File: src/rtl/npc_bus_pkg.sv
// Shared types for the NPC memory-bus arbiter: FSM states, transaction owner
// and store-mask width.
package npc_bus_pkg;

    typedef enum logic [1:0] {
        IDLE = 2'd0,
        REQ  = 2'd1,
        RESP = 2'd2
    } arb_state_t;

    typedef enum logic {
        OWNER_IFU = 1'b0,
        OWNER_LSU = 1'b1
    } owner_t;

    localparam int WMASK_W = 8;

endpackage

File: src/rtl/rr_arbiter2.sv
// Two-way round-robin grant between IFU and LSU. last_owner records the most
// recent winner, so a tie goes to the other requester.
module rr_arbiter2
    import npc_bus_pkg::*;
(
    input  logic clk,
    input  logic rst,
    input  logic req_ifu,
    input  logic req_lsu,
    input  logic en,
    output logic gnt_ifu,
    output logic gnt_lsu
);

    owner_t last_owner_q;
    owner_t last_owner_d;

    always_comb begin
        gnt_ifu      = req_ifu && (!req_lsu || (last_owner_q == OWNER_LSU));
        gnt_lsu      = req_lsu && (!req_ifu || (last_owner_q == OWNER_IFU));
        last_owner_d = last_owner_q;
        if (en && gnt_ifu) begin
            last_owner_d = OWNER_IFU;
        end else if (en && gnt_lsu) begin
            last_owner_d = OWNER_LSU;
        end
    end

    // Resetting to LSU hands the first tie after reset to the IFU.
    always_ff @(posedge clk or negedge rst) begin
        if (!rst) begin
            last_owner_q <= OWNER_LSU;
        end else begin
            last_owner_q <= last_owner_d;
        end
    end

endmodule

File: src/rtl/mem_arbiter.sv
// Shares the single memory port between IFU and LSU: one transaction in flight,
// request fields registered toward memory, response routed back to its owner.
module mem_arbiter
    import npc_bus_pkg::*;
#(
    parameter int ADDR_WIDTH = 32,
    parameter int DATA_WIDTH = 32
) (
    input  logic                  clk,
    input  logic                  rst,

    input  logic                  ifu_req_valid,
    output logic                  ifu_req_ready,
    input  logic [ADDR_WIDTH-1:0] ifu_addr,
    output logic                  ifu_resp_valid,
    output logic [DATA_WIDTH-1:0] ifu_rdata,

    input  logic                  lsu_req_valid,
    output logic                  lsu_req_ready,
    input  logic [ADDR_WIDTH-1:0] lsu_addr,
    input  logic                  lsu_wen,
    input  logic [DATA_WIDTH-1:0] lsu_wdata,
    input  logic [WMASK_W-1:0]    lsu_wmask,
    output logic                  lsu_resp_valid,
    output logic [DATA_WIDTH-1:0] lsu_rdata,

    output logic                  mem_req_valid,
    input  logic                  mem_req_ready,
    output logic [ADDR_WIDTH-1:0] mem_addr,
    output logic                  mem_wen,
    output logic [DATA_WIDTH-1:0] mem_wdata,
    output logic [WMASK_W-1:0]    mem_wmask,
    input  logic                  mem_resp_valid,
    input  logic [DATA_WIDTH-1:0] mem_rdata
);

    arb_state_t            state_q, state_d;
    owner_t                owner_q, owner_d;
    logic [ADDR_WIDTH-1:0] addr_q, addr_d;
    logic                  wen_q, wen_d;
    logic [DATA_WIDTH-1:0] wdata_q, wdata_d;
    logic [WMASK_W-1:0]    wmask_q, wmask_d;
    logic                  mem_req_valid_q, mem_req_valid_d;

    logic in_idle;
    logic arb_en;
    logic gnt_ifu;
    logic gnt_lsu;
    logic resp_fire;

    assign in_idle = (state_q == IDLE);
    assign arb_en  = in_idle && (ifu_req_valid || lsu_req_valid);

    rr_arbiter2 u_rr (
        .clk     (clk),
        .rst     (rst),
        .req_ifu (ifu_req_valid),
        .req_lsu (lsu_req_valid),
        .en      (arb_en),
        .gnt_ifu (gnt_ifu),
        .gnt_lsu (gnt_lsu)
    );

    // Ready is gated by rst so nothing looks accepted while reset is held.
    assign ifu_req_ready = rst && in_idle && gnt_ifu;
    assign lsu_req_ready = rst && in_idle && gnt_lsu;

    always_comb begin
        state_d         = state_q;
        owner_d         = owner_q;
        addr_d          = addr_q;
        wen_d           = wen_q;
        wdata_d         = wdata_q;
        wmask_d         = wmask_q;
        mem_req_valid_d = mem_req_valid_q;
        case (state_q)
            IDLE: begin
                if (gnt_ifu) begin
                    owner_d         = OWNER_IFU;
                    addr_d          = ifu_addr;
                    wen_d           = 1'b0;
                    wdata_d         = '0;
                    wmask_d         = '0;
                    mem_req_valid_d = 1'b1;
                    state_d         = REQ;
                end else if (gnt_lsu) begin
                    owner_d         = OWNER_LSU;
                    addr_d          = lsu_addr;
                    wen_d           = lsu_wen;
                    wdata_d         = lsu_wdata;
                    wmask_d         = lsu_wmask;
                    mem_req_valid_d = 1'b1;
                    state_d         = REQ;
                end
            end
            REQ: begin
                if (mem_req_ready) begin
                    mem_req_valid_d = 1'b0;
                    state_d         = RESP;
                end
            end
            RESP: begin
                if (mem_resp_valid) begin
                    state_d = IDLE;
                end
            end
            default: begin
                mem_req_valid_d = 1'b0;
                state_d         = IDLE;
            end
        endcase
    end

    always_ff @(posedge clk or negedge rst) begin
        if (!rst) begin
            state_q         <= IDLE;
            owner_q         <= OWNER_IFU;
            addr_q          <= '0;
            wen_q           <= 1'b0;
            wdata_q         <= '0;
            wmask_q         <= '0;
            mem_req_valid_q <= 1'b0;
        end else begin
            state_q         <= state_d;
            owner_q         <= owner_d;
            addr_q          <= addr_d;
            wen_q           <= wen_d;
            wdata_q         <= wdata_d;
            wmask_q         <= wmask_d;
            mem_req_valid_q <= mem_req_valid_d;
        end
    end

    assign mem_req_valid = mem_req_valid_q;
    assign mem_addr      = addr_q;
    assign mem_wen       = wen_q;
    assign mem_wdata     = wdata_q;
    assign mem_wmask     = wmask_q;

    // Responses outside RESP are dropped; stores return zero data.
    assign resp_fire      = (state_q == RESP) && mem_resp_valid;
    assign ifu_resp_valid = resp_fire && (owner_q == OWNER_IFU);
    assign lsu_resp_valid = resp_fire && (owner_q == OWNER_LSU);
    assign ifu_rdata      = ifu_resp_valid ? mem_rdata : '0;
    assign lsu_rdata      = (lsu_resp_valid && !wen_q) ? mem_rdata : '0;

endmodule

File: config.mk
export PLATFORM = sky130hd
export DESIGN_NAME = mem_arbiter
export DESIGN_NICKNAME = d
export VERILOG_FILES = /design/src/rtl/npc_bus_pkg.sv /design/src/rtl/rr_arbiter2.sv /design/src/rtl/mem_arbiter.sv
export SDC_FILE = /design/constraint.sdc
export NUM_CORES = 1
export LEC_CHECK = 0
export BUFFER_PORTS_ARGS = -buffer_cell sky130_fd_sc_hd__buf_2
export CAP_MARGIN = 10
export CORE_AREA = 2 2 112 114
export DETAILED_ROUTE_END_ITERATION = 8
export DIE_AREA = 0 0 114 116
export PLACE_DENSITY = 0.69
export SKIP_CTS_REPAIR_TIMING = 1
export SLEW_MARGIN = 20
export SYNTH_ARGS = -nofsm -noshare
export SYNTH_HDL_FRONTEND = slang
export SYNTH_HIERARCHICAL = 1
export SYNTH_SLANG_ARGS = --single-unit
File: constraint.sdc
create_clock -name clk -period 2.2 [get_ports clk]
set_input_delay 0 -clock clk [delete_from_list [all_inputs] [get_ports clk]]
set_output_delay 0 -clock clk [all_outputs]
set_load 0.005 [all_outputs]
==> flow_summary.json, run 1 <==
{
  "slew_headroom_pct": 67.6,
  "synth_edf_count": 0,
  "critPathLaunchType": "flip-flop",
  "core_mm2": 0.0119,
  "cts_sinks": 78,
  "ys.flop_type": "dfrtp_1",
  "die_h_um": 116,
  "synthCells": 383,
  "cts_made_buffers": 9,
  "design_area_mm2": 0.00651,
  "cts_buffer_depth": 2,
  "cp-end-kind": "flip-flop",
  "placed_area_mm2": 0.00570,
  "critPathArrivalTime_ns": 2.34,
  "antenna_found_initial": 3,
  "via_per_inst": 4.84,
  "synth-adder-area-share_pct": 0,
  "ios": 285,
  "max_cap_viol_count": 0,
  "vias": 4160,
  "synthArstFlopShare_pct": 100,
  "ys_ff_latch": 78,
  "fin_crit_ns": 2.07,
  "die_area_mm2": 0.0132,
  "htreeDepth": 3,
  "finalWeightedCongestion": 0.865,
  "fin_nets": 847,
  "syn-num-nets": 526,
  "max-vdd-ir-drop_uv": 607,
  "fp.dieW_um": 114,
  "synth_mux_area_share_pct": 17.7,
  "holdWs_ns": 0.00893,
  "ys_seq_area_share_pct": 47.2,
  "setup_tns_ns": 0,
  "antenna_left": 0,
  "area_delta_synth_final_pct": 57.4,
  "avgSynthCellArea_um2": 10.8,
  "dpl.hpwl_mm": 9.72,
  "p_total_w": 0.00709,
  "rsz0062_at_grt": "no",
  "synth-compound-area-share_pct": 6.57,
  "io_buffers": 284,
  "drtPass1Iterations": 4,
  "synth_xor_area_share_pct": 0,
  "synth_top_family_by_area": "simple AND/OR/NAND/NOR gates",
  "hp-class": "in2reg",
  "finalSetupViolations": 0,
  "clock.fmax_mhz": 483,
  "clk-insertion-delay-late_ns": 0.33,
  "maxSlewViolCount": 0,
  "wl_per_cell_um": 15.7,
  "gr-total-overflow": 0,
  "leakage_nw": 3.41,
  "cts_tree": "done",
  "dp.cells": 794,
  "status": "finished clean",
  "synth-simple-area-share_pct": 20.4,
  "skew_ns": 0.00638,
  "routed_wl_mm": 13.5,
  "synth_area_mm2": 0.00414,
  "cts_root_buffer": "clkbuf_16",
  "grt_usage_pct": 18.9,
  "start_util_pct": 34.7,
  "crit_type": "reg2reg",
  "fin_crit_sh_pct": 94.1,
  "ys_warn_count": 6,
  "fin_cells": 860,
  "clk_pin_slew_worst_paths_ns": 0.06,
  "cp.required_ns": 2.47,
  "drtIter0Drc": 119,
  "n_fill_cell": 1019,
  "grt_first_pass_wirelength_mm": 19.3,
  "drc": 0,
  "finalHoldViolCount": 0,
  "worst_pin_slew_ns": 0.486,
  "rows": 40,
  "path_max_fanout": 44,
  "drive_gt1_share_pct": 49.5,
  "pwr_density_cell_mw_per_mm2": 1090,
  "grt_max_degree": 47,
  "grt_pass1_vias": 3869,
  "synth_cell_types": 31
}
[report_power, final]
group / total [W] / switching, W / internal, W
registers: 0.00255 / 0.000406 / 0.00214
clock network: 0.00165 / 0.000562 / 0.00109
logic: 0.00290 / 0.00145 / 0.00145
[final timing paths]
kind                            slack (ns)  cells past startpoint           endpoint           from
max in group asynchronous             1.38                      3       mem_wmask[7]            rst
worst max-delay path                  0.13                      6  u_rr/last_owner_q     state_q[0]
worst max register to register        0.13                      6  u_rr/last_owner_q     state_q[0]
worst min register to register        0.48                      1      mem_req_valid  mem_req_valid
min in group asynchronous             0.11                      2       mem_addr[15]            rst
worst min-delay path                 0.009                      3        mem_addr[3]    ifu_addr[3]
[per-layer routing]
metal | wire length (um) | GRT usage (%) | part of all wire [%]
met4 | 335 | 7.40 | 2.5
met2 | 7470 | 36.3 | 55
met3 | 907 | 4.71 | 6.7
met5 | 0 | 0 | 0
met1 | 4830 | 19.7 | 36
[Yosys cell counts (2+ instances only)]
| library cell | number | area [um^2] |
|---|---|---|
| a21o_1 | 2 | 15.0 |
| mux2_2 | 33 | 372 |
| clkbuf_1 | 12 | 45.0 |
| o21ai_0 | 2 | 10.0 |
| nand4b_1 | 41 | 359 |
| o21ai_1 | 41 | 205 |
| mux2_1 | 31 | 349 |
| dfrtp_1 | 77 | 1930 |
| clkbuf_2 | 3 | 15.0 |
| buf_4 | 8 | 60.1 |
| inv_1 | 43 | 161 |
| o21a_1 | 2 | 15.0 |
| and3_1 | 3 | 18.8 |
| buf_2 | 5 | 25.0 |
| and2_1 | 63 | 394 |
| buf_6 | 2 | 22.5 |
[critical path, stage by stage (launching register included)]
cell	delay, ns
dfrtp_1	0.44
nor2_4	0.15
buf_4	0.43
o21a_1	0.21
a21oi_1	0.06
a31oi_1	0.14
dlygate4sd3_1	0.57
[cells by family after synthesis]
| kind of cell | count (synthesis) |
|---|---|
| muxes | 65 |
| DFF | 78 |
| AOI/OAI and AO/OA | 51 |
| buffers and inverters | 75 |
| and+or+nand+nor | 114 |
[placed cells by master, fill, tap and decap left out, types with 2 or more instances in the layout]
master	count
a21boi_4	2
and3_1	3
diode_2	4
buf_2	283
buf_4	10
dfrtp_1	77
clkbuf_8	3
clkbuf_16	9
buf_12	2
nand4b_1	41
inv_1	43
bufinv_16	2
mux2_2	33
dlygate4sd3_1	46
and2_1	63
o21ai_0	2
a21o_1	2
mux2_1	31
o21ai_1	41
[flip-flops by register name, summed over array words and instances (netlist names)]
register and cells:
mem_req_valid 1, mem_wdata 32, owner_q 1, mem_addr 32, mem_wmask 8, u_rr/last_owner_q 1
state_q 2, mem_wen 1
[through the flow]
stage          util (%)  worst slack [ns]
2_1_floorplan         -             0.417
3_3_place_gp       47.9             0.327
3_5_place_dp       47.9             0.259
4_1_cts            50.7             0.211
5_1_grt            54.6            0.0226
6_report           54.6             0.131
[area by class of cell]
| type | instances | area (um^2) | area share (%) |
|---|---|---|---|
| Multi-Input combinational cell | 230 | 1870 | 28.7 |
| Clock inverter | 3 | 65.1 | 1.00 |
| Tap cell | 147 | 184 | 2.83 |
| Clock buffer | 13 | 270 | 4.15 |
| Antenna cell | 4 | 10.0 | 0.154 |
| Timing Repair Buffer | 341 | 1990 | 30.6 |
| Sequential cell | 78 | 1950 | 30.0 |
| Inverter | 44 | 165 | 2.54 |
No activity file was read; power rests on OpenSTA's default activity.
==> run 2, diff against run 1 <==
--- a/config.mk
+++ b/config.mk
@@ -5,12 +5,13 @@
 export SDC_FILE = /design/constraint.sdc
 export NUM_CORES = 1
 export LEC_CHECK = 0
+export ABC_AREA = 1
 export BUFFER_PORTS_ARGS = -buffer_cell sky130_fd_sc_hd__buf_2
 export CAP_MARGIN = 10
 export CORE_AREA = 2 2 112 114
 export DETAILED_ROUTE_END_ITERATION = 8
 export DIE_AREA = 0 0 114 116
-export PLACE_DENSITY = 0.69
+export PLACE_DENSITY = 0.68
 export SKIP_CTS_REPAIR_TIMING = 1
 export SLEW_MARGIN = 20
 export SYNTH_ARGS = -nofsm -noshare
==> run 2 against run 1 <==
Highest routed layer unchanged; first-iteration DRC count rose by 120%; synthesized cell count is 48% higher; largest power group unchanged; routed wire length grew 6.2%; the flow now finishes with violations (negative hold slack); sequential power down 2%; area after synthesis shrank 3.1%; sequential cell count unchanged; sequential share of layout area fell by 0.59 points; final cell count up 24%; core utilization grew 1.1 points; register-to-register slack worse by 0.04 ns; worst hold slack got worse by 0.052 ns; critical endpoint is now mem_addr[27].
==> flow_summary.json, run 2 <==
{
  "status": "finished with violations",
  "failed_checks": "negative hold slack",
  "finalWeightedCongestion": 0.777,
  "top_layer_used": "met4",
  "cts_made_buffers": 9,
  "slew_headroom_pct": 68.7,
  "worst_pin_slew_ns": 0.470,
  "die_h_um": 116,
  "grt_max_degree": 77,
  "grt_pass1_vias": 4004,
  "timing.rr.end": "mem_addr[27]",
  "via_per_inst": 4.55,
  "core_mm2": 0.0119,
  "grt_usage_pct": 19.8,
  "max_cap_viol_count": 0,
  "maxSlewViolCount": 0,
  "leakage_nw": 4.12,
  "antenna_found_initial": 1,
  "htreeDepth": 3,
  "cp.required_ns": 2.41,
  "r2r_cells": 9,
  "area_delta_synth_final_pct": 65.8,
  "cts_root_buffer": "clkbuf_16",
  "fp.dieW_um": 114,
  "r2r_setup_slack_ns": 0.09,
  "finalSetupViolations": 0,
  "start_util_pct": 33.6,
  "fin_crit_ns": 2.11,
  "ys_ff_latch": 78,
  "critPathLaunchType": "flip-flop",
  "synth.most_common_cell": "nand2_1",
  "holdWs_ns": -0.0429,
  "m1WireLength_mm": 5.59,
  "reg2reg_from": "u_rr/last_owner_q",
  "p_total_w": 0.00703,
  "cts_tree": "done",
  "drtIter0Drc": 267,
  "hold-path-endpoint": "mem_addr[29]",
  "wl_met3_um": 886,
  "avgSynthCellArea_um2": 7.09,
  "wl_per_cell_um": 13.5,
  "setup_tns_ns": 0,
  "max-vdd-ir-drop_uv": 707,
  "clk-insertion-delay-late_ns": 0.33,
  "synth_area_mm2": 0.00401,
  "fin_crit_sh_pct": 95.7,
  "vias": 4841,
  "path_max_fanout": 32,
  "yosysTopAreaCellShare_pct": 48.1,
  "finalHoldViolCount": 19,
  "die_area_mm2": 0.0132,
  "drtPass1Iterations": 4,
  "ys_warn_count": 6,
  "clock.fmax_mhz": 475,
  "routed_wl_mm": 14.4,
  "synth_common_cells": "nand2_1 (283), dfrtp_1 (77), nand4_1 (42), inv_1 (38), nor2_1 (37)",
  "cts_buffer_depth": 2,
  "hp-class": "in2reg",
  "ys_top_cells_by_area": "dfrtp_1 (48%), nand2_1 (27%), nand4_1 (6.6%), nor3_1 (4.0%), inv_1 (3.6%)",
  "drc": 0,
  "ys.flop_type": "dfrtp_1",
  "ios": 285,
  "synth_edf_count": 0,
  "met2_wirelength_mm": 7.55,
  "ys_seq_area_share_pct": 48.8,
  "antenna_left": 0,
  "fin_nets": 1054,
  "syn-num-nets": 708,
  "pwr_density_cell_mw_per_mm2": 1060,
  "synth_cell_types": 22,
  "critPathArrivalTime_ns": 2.32,
  "drive_gt1_share_pct": 35.3,
  "hold_depth": 5,
  "synth_top_area_cell": "dfrtp_1",
  "dpl.hpwl_mm": 9.99,
  "grt_first_pass_wirelength_mm": 20.3,
  "hold_start": "lsu_addr[29]",
  "rows": 40,
  "skew_ns": 0.00621,
  "layout_common_cells": "nand2_1 (283), buf_2 (283), dlygate4sd3_1 (77), dfrtp_1 (77), nand4_1 (42)",
  "gr-total-overflow": 0,
  "clk_pin_slew_worst_paths_ns": 0.06,
  "synthArstFlopShare_pct": 100,
  "cp-end-kind": "flip-flop",
  "cts_sinks": 78,
  "crit_type": "reg2reg",
  "synthCells": 565,
  "io_buffers": 284
}
-- run 2: cell families (layout without fill, tap and decap cells) --
family / count (synthesis) / in the layout / share of synthesized area, %
DFF: 78 / 78 / 48.8
AOI/OAI and AO/OA: 6 / 6 / 1.09
buffers and inverters: 81 / 432 / 8.56
other: 0 / 1 / 0
and+or+nand+nor: 400 / 400 / 41.6
-- run 2: worst max-delay path by stage --
| stage | startpoint | to | slack (ns) | depth (start not counted) |
|---|---|---|---|---|
| final | u_rr/last_owner_q | mem_addr[27] | 0.09 | 9 |
| after global routing | u_rr/last_owner_q | mem_addr[25] | -0.006 | 9 |
| after CTS | state_q[0] | lsu_rdata[1] | 0.24 | 5 |
| after detailed placement | u_rr/last_owner_q | mem_addr[12] | 0.59 | 7 |
| after global placement | u_rr/last_owner_q | mem_addr[20] | 0.63 | 7 |
| after floorplan | u_rr/last_owner_q | mem_addr[16] | 0.69 | 10 |
-- run 2: layout make-up --
| type | instances | area (um^2) |
|---|---|---|
| antenna | 1 | 2.50 |
| clock buffer | 12 | 256 |
| clock inverter | 4 | 30.0 |
| fill | 1103 | 5270 |
| inverter | 39 | 146 |
| multi-input combinational | 406 | 1740 |
| sequential | 78 | 1950 |
| tap | 147 | 184 |
| timing repair buffer | 377 | 2330 |
-- run 2: metal layers --
layer  vias to the layer above  track usage, %
li1                       2447               -
met1                      2157            23.1
met2                       211            36.0
met3                        26            4.03
met4                         0            6.99
met5                         -               0
-- run 2: per-stage QoR --
step | instance area (um^2) | std cells | worst slack [ns] | utilization (%)
floorplan | 4010 | 565 | 0.695 | -
global placement | 5580 | 970 | 0.625 | 46.8
detailed placement | 5580 | 970 | 0.588 | 46.8
CTS | 5870 | 986 | 0.244 | 49.2
global route | 6640 | 1064 | -0.00604 | 55.7
finish | 6640 | 1064 | 0.0947 | 55.7
-- run 2: worst max-delay path, stage by stage (launching register included) --
cell           delay (ns)
dfstp_2              0.57
inv_1                0.09
a21boi_4             0.23
inv_2                0.05
buf_4                0.25
nand2_1              0.11
nand2_1              0.05
nand2_1              0.05
dlygate4sd3_1        0.54
nand2_1              0.05
-- run 2: power breakdown --
part | internal (W) | total (W) | switching [W]
Combinational | 0.00129 | 0.00312 | 0.00182
Sequential | 0.00213 | 0.00250 | 0.000368
Clock | 0.000831 | 0.00141 | 0.000583
==> run 3, diff against run 2 <==
--- a/config.mk
+++ b/config.mk
@@ -8,10 +8,9 @@
 export ABC_AREA = 1
 export BUFFER_PORTS_ARGS = -buffer_cell sky130_fd_sc_hd__buf_2
 export CAP_MARGIN = 10
-export CORE_AREA = 2 2 112 114
+export CORE_MARGIN = 2
+export CORE_UTILIZATION = 25
 export DETAILED_ROUTE_END_ITERATION = 8
-export DIE_AREA = 0 0 114 116
-export PLACE_DENSITY = 0.68
 export SKIP_CTS_REPAIR_TIMING = 1
 export SLEW_MARGIN = 20
 export SYNTH_ARGS = -nofsm -noshare
==> run 3 against run 2 <==
The flow still finishes with violations (negative hold slack); core utilization fell by 12 points; critical path depth is 1 lower; setup slack improved by 0.015 ns; sequential share of layout area decreased by 0.91 points; critical endpoint is now mem_addr[3].
==> flow_summary.json, run 3 (same netlist as run 2, synthesis figures left out) <==
{
  "gr-total-overflow": 0,
  "layout_common_cells": "nand2_1 (283), buf_2 (283), dlygate4sd3_1 (90)",
  "fin_crit_sh_pct": 95.0,
  "clk-insertion-delay-late_ns": 0.33,
  "leakage_nw": 4.17,
  "grt_usage_pct": 14.4,
  "clock.fmax_mhz": 478,
  "seq_area_mm2": 0.00195,
  "fin_nets": 1064,
  "path_max_fanout": 33,
  "post-place-ws_ns": 0.373,
  "grt_first_pass_wirelength_mm": 19.3,
  "cts_made_buffers": 9,
  "start_util_pct": 25.4,
  "routed_wl_mm": 14.3,
  "maxSlewViolCount": 0,
  "htreeDepth": 3,
  "cts_tree": "done",
  "hp-class": "in2reg",
  "skew_ns": 0.00861,
  "grt_pass1_vias": 3838,
  "finalWeightedCongestion": 0.730,
  "rsz0062_at_grt": "no",
  "critPathLaunchType": "flip-flop",
  "slew_headroom_pct": 60.4,
  "max_cap_viol_count": 0,
  "n_fill_cell": 1620,
  "pwr_density_cell_mw_per_mm2": 1030,
  "cts_root_buffer": "clkbuf_16",
  "die_h_um": 131,
  "cp-end-kind": "flip-flop",
  "drtPass1Iterations": 5,
  "failed_checks": "negative hold slack",
  "status": "finished with violations",
  "cts_buffer_depth": 2,
  "io_buffers": 284,
  "drive_gt1_share_pct": 34.3,
  "cts_sinks": 78,
  "fin_crit_ns": 2.09,
  "diodes": 0,
  "setup_tns_ns": 0,
  "drc": 0,
  "drtIter0Drc": 198,
  "antenna_left": 0,
  "grt_max_degree": 77,
  "wl_per_cell_um": 12.5,
  "antenna_found_initial": 0,
  "finalHoldViolCount": 11,
  "die_area_mm2": 0.0170,
  "fp.dieW_um": 131,
  "holdWs_ns": -0.0366,
  "worst_pin_slew_ns": 0.593,
  "critPathArrivalTime_ns": 2.36,
  "finalSetupViolations": 0,
  "clk_pin_slew_worst_paths_ns": 0.06,
  "area_delta_synth_final_pct": 71.0,
  "core_mm2": 0.0158,
  "worst_slack_ns": 0.109,
  "cp.required_ns": 2.47,
  "ios": 285,
  "crit_type": "reg2reg",
  "vias": 4884,
  "max-vdd-ir-drop_uv": 365,
  "via_per_inst": 4.28,
  "dpl.hpwl_mm": 9.45,
  "multi_input_area_mm2": 0.00174,
  "rows": 46
}
[run 3: cell type report]
cell class / instances / area share, %
clock buffer: 13 / 3.65
clock inverter: 3 / 0.639
inverter: 39 / 2.14
multi-input combinational: 406 / 25.4
sequential: 78 / 28.5
tap: 216 / 3.95
timing repair buffer: 387 / 35.7
[run 3: worst paths after layout]
path	start	endpoint	slack [ns]	cells past startpoint
setup / recovery	u_rr/last_owner_q	mem_addr[3]	0.11	8
hold / removal	lsu_addr[7]	mem_addr[7]	-0.04	5
setup reg to reg	u_rr/last_owner_q	mem_addr[3]	0.11	8
hold reg to reg	mem_wdata[27]	mem_wdata[27]	0.46	2
max in group asynchronous	rst	u_rr/last_owner_q	1.29	3
min in group asynchronous	rst	mem_addr[4]	0.13	2
[run 3: critical path, stage by stage, from the launching register on]
cell	delay (ns)
dfstp_2	0.56
inv_1	0.09
a21boi_4	0.18
buf_4	0.36
nand2_1	0.09
nand2_1	0.08
dlygate4sd3_1	0.54
nand2_1	0.05
nand2_1	0.06
[run 3: layer usage]
| metal | track usage [%] | up-vias | share of wire [%] |
|---|---|---|---|
| met4 | 4.69 | 0 | 1.2 |
| met2 | 22.8 | 191 | 48 |
| met1 | 19.3 | 2201 | 44 |
| met3 | 3.71 | 14 | 6.4 |
| li1 | - | 2478 | - |
| met5 | 0 | - | 0 |
[run 3: power by group]
group          internal, W  leakage (nW)  switching, W
registers          0.00213         0.998      0.000378
clock network     0.000911         0.144      0.000556
logic              0.00128          3.03       0.00179
total              0.00432          4.17       0.00273
[run 3: stage by stage]
step / hold slack [ns] / util [%] / instance area (um^2) / power, W / std cells
5_1_grt: -0.000158 / 43.4 / 6850 / 0.00769 / 1142
3_3_place_gp: -0.0346 / 35.9 / 5660 / 0.00546 / 1036
6_report: -0.0366 / 43.4 / 6850 / 0.00705 / 1142
2_1_floorplan: -0.296 / - / 4010 / 0.00411 / 565
3_5_place_dp: -0.0434 / 35.9 / 5660 / 0.00549 / 1036
4_1_cts: -0.411 / 37.7 / 5950 / 0.00700 / 1052
